## src/rtl/regfile_write_sequencer.sv

```systemverilog
// Writeback sequencer: decodes dstE/dstM for a Y86-64 instruction and
// serialises the two register-file writes (E then M) through one write port.
module regfile_write_sequencer #(
  parameter int DATA_W = 64,
  parameter int ADDR_W = 4,
  parameter int RSP_ID = 4,
  parameter int RNONE  = 15
) (
  input  logic              clk,
  input  logic              rst_n,
  input  logic              wb_valid,
  output logic              wb_ready,
  input  logic [3:0]        icode,
  input  logic [3:0]        ifun,
  input  logic [3:0]        rA,
  input  logic [3:0]        rB,
  input  logic              cnd,
  input  logic [DATA_W-1:0] valE,
  input  logic [DATA_W-1:0] valM,
  output logic              rf_we,
  output logic [ADDR_W-1:0] rf_waddr,
  output logic [DATA_W-1:0] rf_wdata,
  output logic              wb_done,
  output logic              halted,
  output logic              instr_err
);

  localparam logic [ADDR_W-1:0] NONE_IDX = ADDR_W'(RNONE);
  localparam logic [ADDR_W-1:0] RSP_IDX  = ADDR_W'(RSP_ID);

  typedef enum logic [1:0] {IDLE, WR_E, WR_M, HALT} state_t;

  state_t            state, state_next;
  logic [ADDR_W-1:0] dst_e, dst_m, dec_e, dec_m;
  logic [DATA_W-1:0] val_e, val_m;
  logic              done_flag, err_flag;
  logic              accept, is_halt;

  // Function code is carried with the request but cnd already encodes it.
  logic unused_ifun;
  assign unused_ifun = ^ifun;

  assign accept  = wb_valid && (state == IDLE);
  assign is_halt = (icode == 4'd0) || (icode > 4'd11);

  always_comb begin
    dec_e = NONE_IDX;
    dec_m = NONE_IDX;
    case (icode)
      4'd2:             dec_e = cnd ? ADDR_W'(rB) : NONE_IDX;
      4'd3, 4'd6:       dec_e = ADDR_W'(rB);
      4'd8, 4'd9, 4'd10: dec_e = RSP_IDX;
      4'd5:             dec_m = ADDR_W'(rA);
      4'd11: begin
        dec_e = RSP_IDX;
        dec_m = ADDR_W'(rA);
      end
      default: ;
    endcase
  end

  always_ff @(posedge clk or negedge rst_n) begin
    if (!rst_n) begin
      state     <= IDLE;
      dst_e     <= NONE_IDX;
      dst_m     <= NONE_IDX;
      val_e     <= '0;
      val_m     <= '0;
      done_flag <= 1'b0;
      err_flag  <= 1'b0;
    end else begin
      state <= state_next;
      // Retirements that never reach a write state report done one cycle after accept.
      done_flag <= accept && (is_halt || ((dec_e == NONE_IDX) && (dec_m == NONE_IDX)));
      if (accept) begin
        dst_e <= dec_e;
        dst_m <= dec_m;
        val_e <= valE;
        val_m <= valM;
        if (icode > 4'd11) err_flag <= 1'b1;
      end
    end
  end

  always_comb begin
    state_next = state;
    case (state)
      IDLE: begin
        if (accept) begin
          if (is_halt)                state_next = HALT;
          else if (dec_e != NONE_IDX) state_next = WR_E;
          else if (dec_m != NONE_IDX) state_next = WR_M;
        end
      end
      WR_E:    state_next = (dst_m != NONE_IDX) ? WR_M : IDLE;
      WR_M:    state_next = IDLE;
      HALT:    state_next = HALT;
      default: state_next = IDLE;
    endcase
  end

  always_comb begin
    rf_we    = 1'b0;
    rf_waddr = '0;
    rf_wdata = '0;
    wb_done  = done_flag;
    wb_ready = (state == IDLE);
    halted   = (state == HALT);
    instr_err = err_flag;
    case (state)
      WR_E: begin
        rf_we    = 1'b1;
        rf_waddr = dst_e;
        rf_wdata = val_e;
        wb_done  = (dst_m == NONE_IDX);
      end
      WR_M: begin
        rf_we    = 1'b1;
        rf_waddr = dst_m;
        rf_wdata = val_m;
        wb_done  = 1'b1;
      end
      default: ;
    endcase
  end

endmodule
```

## config.mk

```make
export PLATFORM = sky130hd
export DESIGN_NAME = regfile_write_sequencer
export DESIGN_NICKNAME = d
export VERILOG_FILES = /design/src/rtl/regfile_write_sequencer.sv
export SDC_FILE = /design/constraint.sdc
export NUM_CORES = 1
export LEC_CHECK = 0
export BUFFER_PORTS_ARGS = -buffer_cell sky130_fd_sc_hd__buf_2
export CAP_MARGIN = 20
export CELL_PAD_IN_SITES_DETAIL_PLACEMENT = 0
export CELL_PAD_IN_SITES_GLOBAL_PLACEMENT = 1
export CORE_ASPECT_RATIO = 0.75
export CORE_MARGIN = 2
export CORE_UTILIZATION = 24
export DETAILED_ROUTE_END_ITERATION = 10
export PLACE_DENSITY_LB_ADDON = 0.15
export SYNTH_ARGS = -nofsm -noshare
export SYNTH_HDL_FRONTEND = slang
export SYNTH_SLANG_ARGS = --single-unit
```

## constraint.sdc

```tcl
create_clock -name clk -period 2.2 [get_ports clk]
set_clock_uncertainty 0.15 [all_clocks]
set_input_delay 0.11 -clock clk [delete_from_list [all_inputs] [get_ports clk]]
set_output_delay 0.11 -clock clk [all_outputs]
set_load 0.005 [all_outputs]
```

==> reports/qor.csv, run 1 <==
metric,value,unit
maximum buffer depth of the clock tree,2,
placed cells,1312,
IO Pins,221,
outcome,"finished, final reports clean",
Power Dens Cells,1284,nW/um2
initial antenna violation count,1,
Synth Cell Area,6554,um2
YS warnings,0,
Synth Area in Compound Gates,10.81,%
first-pass GRT wire length,37150,um
ratio of cells with drive above 1 in the final layout,26.25,%
DR DRC count,0,
Overall Global Routing Usage,16.60,%
max incr delay on CP,0.44,ns
DR pass1 iterations,5,
Post-synth EDFFs,0,
largest net degree at the start of global routing,50,
leak pwr,0.005243,uW
Vias,6449,
die height,147.1,um
largest family of logic cells by synthesized area,simple AND/OR/NAND/NOR gates,
remaining antenna violation count,0,
initial core utilization,24.33,%
clock power share,22.5,%
"commonest non-fill, non-tap cell in the layout",nand2_1,
dpl hpwl,14690,um
Psw,5035,uW
Buf/Inv on CP,3,
worst-margin pin slew,0.5262,ns
CTS tree,done,
kind of critical path,flop to output pin,
Final nets,1282,
crit start category,flop,
Synth Area in XOR/XNOR,0,%
Wirelength per Cell,15.69,um
stages on the worst setup path,6,
P&R area growth vs syn,58.71,%
CTS Buf Count,17,
Reg power frac,33.3,%
RSZ-0062 raised after global routing,false,
Period minus WS final,2.087,ns
placer congestion estimate,0.7646,
via count of the first global-routing pass,6880,
drt total wl,23460,um
clock root cell,clkbuf_16,
syn nets,926,
fraction of the mapped netlist area in simple logic gates,31.00,%
setup TNS,0,ns
GRT Residual Overflow,0,
Clock Sinks,140,
FP Rows,52,
synthesis-stage register bit count,140,
Synth Instances,774,
ys flop type,dfrtp_1,
family with the most delay on the worst path,buffers and inverters,
Pins Over Slew Limit,0,
"CTS clk-pin slew, worst paths",0.06,ns
"Max FO, Critical Path",14,
Gate power share,44.2,%
worst-skew pair later-pin latency,0.42,ns
count of cell types in the netlist,37,
adder-cell share of the synthesized area,0.7637,%
"Seq/Total Area, Yosys",53.61,%
Post-synth ARST share,100.0,%
Vias/cell,4.314,
R2R cell count,6,
mux contribution to synthesized area,0.1527,%
Max H-tree Level,4,
die width,194.8,um
"Cell Count, Final, Fillers Out",1495,
Synth area leader,dfrtp_1,
worst endpoint data arrival time,1.83,ns
Max IR drop VDD,0.5160,mV
WHS,0.06536,ns
Core ar.,26940,um2
ranking of synthesized cells by area,"dfrtp_1 (50%), nand2_1 (22%), a22oi_1 (7.9%)",
"commonest cells after routing, fill and taps aside","nand2_1 (391), buf_2 (215), dlygate4sd3_1 (146), dfrtp_1 (131)",
Critical Path RT,1.94,ns
Tcrit/Tclk final,94.88,%
final hold vios,0,
Port Buffers,216,
Max Cap Violations,0,
switch share,37.71,%
Slew headroom,64.92,%
Slowest cell on crit path,dfrtp_2,
fmax,0.4791,GHz
Syn Area/Cell,8.467,um2
count of final setup violators,0,
worst min path class,input pin to async pin,
crit-path cells,inv_2 -> ha_4 -> buf_6 -> a21oi_1 -> a21oi_2 -> buf_2,
area of the die,28660,um2
DR iter-0 viols,281,
P_int,8316,uW
Yosys top cell area share,50.40,%
CP Capture Type,output pin,
metrics by stage:
stage               util, %  instance area [um2]  worst slack [ns]  total power (uW)
floorplan                 -                 6554            0.4144              7554
global route          38.61                10400          0.005508             14470
CTS                   38.34                10330          -0.06507             13420
finish                38.61                10400            0.1125             13350
global placement      30.37                 8182            0.3365              9798
detailed placement    30.37                 8182            0.3393              9814
cell usage after synthesis (all sizes together) (3+ instances only):
| master | n |
|---|---|
| a21oi | 4 |
| o21ai | 3 |
| nand2 | 393 |
| nor2 | 3 |
| nor2b | 70 |
| clkbuf | 37 |
| dfstp | 8 |
| a22oi | 69 |
| dfrtp | 132 |
| buf | 17 |
| inv | 3 |
| ha | 4 |
| o22a | 5 |
| o21bai | 3 |
cells by family (layout without fill, tap and decap cells):
family,Yosys count,after routing
other,0,1
adder cells (fa/ha/maj),4,4
buffers and inverters,57,426
AND/OR/NAND/NOR,479,479
flip-flops,140,140
multiplexers,1,1
AO/OA/AOI/OAI,93,93
registers in the layout (all words and copies together), names as in the netlist:
| name | cells |
|---|---|
| dst_m | 4 |
| done_flag | 1 |
| state | 2 |
| val_e | 64 |
| dst_e | 4 |
| instr_err | 1 |
| val_m | 64 |
worst register-to-register path, cell delays in order, from the launching register on:
cell and delay, ns:
dfrtp_2 0.44, inv_2 0.11, ha_4 0.20, and2_4 0.25, nor2_1 0.06, a31oi_1 0.12, dlygate4sd3_1 0.56
path summary, 6_finish.rpt:
kind / startpoint / to / slack, ns
setup / recovery: state[1]$_DFFE_PN0P_ / wb_done / 0.11
hold / removal: rst_n / val_m[31]$_DFFE_PN0P_ / 0.07
setup reg to reg: state[1]$_DFFE_PN0P_ / dst_e[3]$_DFFE_PN1P_ / 0.25
hold reg to reg: dst_e[2]$_DFFE_PN1P_ / dst_e[2]$_DFFE_PN1P_ / 0.31
max in group asynchronous: rst_n / val_e[27]$_DFFE_PN0P_ / 1.18
min in group clk: icode[1] / dst_e[1]$_DFFE_PN1P_ / 0.09
routing by layer:
metal | wire (um) | vias to the layer above | global-route usage [%] | share of wire [%]
met2 | 10310 | 148 | 25.97 | 44
li1 | - | 3222 | - | -
met4 | 280 | 0 | 4.275 | 1.2
met1 | 11580 | 3063 | 22.75 | 49
met3 | 1280 | 16 | 4.568 | 5.5
met5 | 0 | - | 0 | 0
power by group through the flow:
| stage | Sequential, uW | Clock [uW] | Combinational, uW |
|---|---|---|---|
| global placement | 4470 | 0 | 5320 |
| floorplan | 4300 | 0 | 3250 |
| detailed placement | 4470 | 0 | 5350 |
| CTS | 4430 | 3120 | 5870 |
| global route | 4600 | 3230 | 6640 |
| finish | 4440 | 3010 | 5900 |
timing repair:
| item | 4_1_cts | 5_1_grt |
|---|---|---|
| hold buffers | 146 | 0 |
| setup buffers | 1 | 1 |
| resized for setup | 7 | 12 |
| hold endpoints to repair | 278 | 0 |
| cloned | 1 | 1 |
| endpoints found under the setup margin | 43 | 68 |
area by class of cell:
type	count	area (um2)
tap	351	439.2
clock buffer	19	442.9
inverter	3	11.26
multi-input combinational	577	2854
sequential	140	3515
clock inverter	13	168.9
timing repair buffer	391	2968
fill	2836	16530
antenna	1	2.502
Note: power is estimated with default switching activity, not from simulation.
==> run 2, diff against run 1 <==
--- a/config.mk
+++ b/config.mk
@@ -5,6 +5,7 @@
 export SDC_FILE = /design/constraint.sdc
 export NUM_CORES = 1
 export LEC_CHECK = 0
+export ABC_AREA = 1
 export BUFFER_PORTS_ARGS = -buffer_cell sky130_fd_sc_hd__buf_2
 export CAP_MARGIN = 20
 export CELL_PAD_IN_SITES_DETAIL_PLACEMENT = 0
==> run 2 against run 1 <==
  * Non-clock buffer count is 7 higher
  * Clock power fell by 2%
  * Area after synthesis is 0.21% lower
  * Routed wire length up 1.7%
  * Via count rose by 4.2%
  * Register-to-register slack improved by 0.04 ns
  * Die area is 0.20% lower
  * Cell area up 0.88%
  * Sequential share of layout area decreased by 0.31 points
  * Worst hold slack worse by 0.026 ns
  * Critical endpoint is now rf_wdata[22]
  * Largest cell class unchanged
  * Highest routed layer is now met5
==> reports/qor.csv, run 2 <==
metric,value,unit,change
remaining antenna violation count,0,,unchanged
CP Capture Type,output pin,,
worst min path class,input pin to async pin,,
ranking of synthesized cells by area,"dfrtp_1 (51%), nand2_1 (32%), a21oi_1 (5.4%)",,
Critical Path RT,1.94,ns,about the same
clock root cell,clkbuf_16,,
GRT Residual Overflow,0,,unchanged
Yosys top cell area share,50.51,%,+0.11 points
Max IR drop VDD,0.5760,mV,+12%
Overall Global Routing Usage,16.65,%,+0.052 points
RSZ-0062 raised after global routing,false,,
setup TNS,0,ns,unchanged
final hold vios,0,,unchanged
Commonest cells post-synth,"nand2_1 (555), dfrtp_1 (132), a21oi_1 (70)",,
DR iter-0 viols,275,,-2.1%
Slew headroom,68.60,%,+3.7 points
Synth Cell Area,6540,um2,-0.21%
"CTS clk-pin slew, worst paths",0.07,ns,about the same
Max H-tree Level,4,,unchanged
count of cell types in the netlist,25,,-32%
"commonest cells after routing, fill and taps aside","nand2_1 (554), buf_2 (216), dlygate4sd3_1 (144), dfrtp_1 (132), a21oi_1 (68)",,
via count of the first global-routing pass,6871,,-0.13%
Post-synth ARST share,100.0,%,unchanged
CTS Buf Count,17,,unchanged
die height,147.0,um,-0.10%
Synth Instances,890,,+15%
DR pass1 iterations,4,,-1
Synth area leader,dfrtp_1,,
outcome,"finished, final reports clean",,
initial antenna violation count,3,,+2
"Max FO, Critical Path",4,,-10
Syn Area/Cell,7.348,um2,-13%
Vias/cell,4.146,,-3.9%
crit start category,flop,,
count of final setup violators,0,,unchanged
ratio of cells with drive above 1 in the final layout,25.26,%,-0.99 points
maximum buffer depth of the clock tree,2,,unchanged
Post-synth EDFFs,0,,unchanged
Core ar.,26870,um2,-0.24%
FP Rows,52,,unchanged
ys flop type,dfrtp_1,,
worst endpoint data arrival time,1.83,ns,about the same
CTS tree,done,,
"Seq/Total Area, Yosys",53.72,%,+0.11 points
Port Buffers,216,,unchanged
synthesis-stage register bit count,140,,unchanged
kind of critical path,flop to output pin,,
area of the die,28600,um2,-0.20%
Period minus WS final,2.089,ns,+0.001483 ns
Wirelength per Cell,14.73,um,-6.1%
worst-skew pair later-pin latency,0.43,ns,about the same
leak pwr,0.005462,uW,+4.2%
IO Pins,221,,unchanged
Final Util,39.05,%,+0.43 points
total power,13160,uW,-1.5%
Tcrit/Tclk final,94.95,%,about the same
placer congestion estimate,0.7572,,-0.97%
fmax,0.4787,GHz,about the same
top flop regs,"val_e (64), val_m (64)",,
DR DRC count,0,,unchanged
Max Cap Violations,0,,unchanged
Pins Over Slew Limit,0,,unchanged
largest net degree at the start of global routing,88,,+76%
worst-margin pin slew,0.4709,ns,-0.05531 ns
most common cell in the netlist,nand2_1,,
die width,194.6,um,-0.10%
drt total wl,23860,um,+1.7%
"commonest non-fill, non-tap cell in the layout",nand2_1,,
Power Dens Cells,1254,nW/um2,-2.3%
YS warnings,0,,unchanged
syn nets,1042,,+13%
initial core utilization,24.34,%,about the same
first-pass GRT wire length,37130,um,about the same
P&R area growth vs syn,60.44,%,
Vias,6717,,+4.2%
dpl hpwl,14410,um,-1.9%
Clock Sinks,140,,unchanged
Final nets,1407,,+9.8%
==> run 2: cell types whose count changed in the layout (fill, tap and decap cells not counted), sizes merged, moves of 3 or more <==
cell,change
nor2,+12
o22a,-5
clkbuf,+3
buf,+7
o21ai,+5
inv,+22
a22oi,-69
nand2,+167
nor2b,-70
a21oi,+66
nand3,+4
o21bai,-3
==> run 2: repair_timing <==
| action | 4_1_cts | 5_1_grt |
|---|---|---|
| cloned | 1 | 2 |
| hold endpoints to repair | 278 | 0 |
| pin swaps | 2 | 2 |
| hold buffers | 144 | 0 |
| resized for setup | 1 | 9 |
| buffers inserted | 5 | 11 |
| endpoints found under the setup margin | 45 | 56 |
==> run 2: area by class of cell <==
type	instances	area, um2
antenna	2	5.005
clock buffer	21	480.5
clock inverter	10	115.1
fill	2877	16380
inverter	25	98.84
multi-input combinational	673	2803
sequential	140	3513
tap	351	439.2
timing repair buffer	398	3038
==> run 2: where the power goes <==
group / internal (uW) / switching, uW / total, uW
clock network: 1780 / 1180 / 2960
registers: 3840 / 605 / 4450
logic: 2440 / 3310 / 5750
==> run 2: cell families (layout without fill, tap and decap cells) <==
kind of cell    after synthesis  after routing  synth area share, %
buf+inv                      77            454                4.458
simple gates                585            585                34.46
fa+ha+maj                     4              4               0.7653
other cells                   0              2                    0
flops                       140            140                53.72
compound gates               84             84                6.600
==> run 2: path summary, 6_finish.rpt <==
path                                             from               endpoint  slack (ns)  depth (start not counted)
min in group clk                             icode[2]   dst_e[2]$_DFFE_PN1P_        0.08                          5
worst min register to register  val_m[39]$_DFFE_PN0P_  val_m[39]$_DFFE_PN0P_        0.33                          2
worst max register to register   state[0]$_DFFE_PN0P_  instr_err$_DFFE_PN0P_        0.29                          6
max in group asynchronous                       rst_n   dst_e[0]$_DFFE_PN1P_        1.17                          3
worst min-delay path                            rst_n  instr_err$_DFFE_PN0P_        0.04                          2
worst max-delay path             state[1]$_DFFE_PN0P_           rf_wdata[22]        0.11                          8
==> run 2: worst max-delay path: stages (launching register included) <==
cell,delay [ns]
dfrtp_1,0.39
buf_4,0.16
ha_4,0.17
buf_2,0.17
buf_4,0.15
buf_4,0.13
nand2_1,0.05
a21oi_1,0.06
buf_2,0.12
==> run 2: metal layers <==
metal | part of all wire, % | vias up | track usage (%)
li1 | - | 3466 | -
met1 | 50 | 3107 | 22.68
met2 | 44 | 128 | 26.11
met3 | 5.2 | 14 | 4.959
met4 | 0.81 | 2 | 3.808
met5 | 0.050 | - | 0
==> run 2: metrics by stage <==
| stage | instances | area [um2] | worst slack, ns | hold WS (ns) |
|---|---|---|---|---|
| after global placement | 1424 | 8184 | 0.3071 | -0.05397 |
| after global routing | 1618 | 10490 | 0.01731 | 0.06435 |
| after detailed placement | 1424 | 8184 | 0.2888 | -0.05565 |
| after CTS | 1605 | 10310 | 0.01078 | 0.04872 |
| final | 1620 | 10490 | 0.1111 | 0.03959 |
| after floorplan | 890 | 6540 | 0.3845 | -0.3356 |
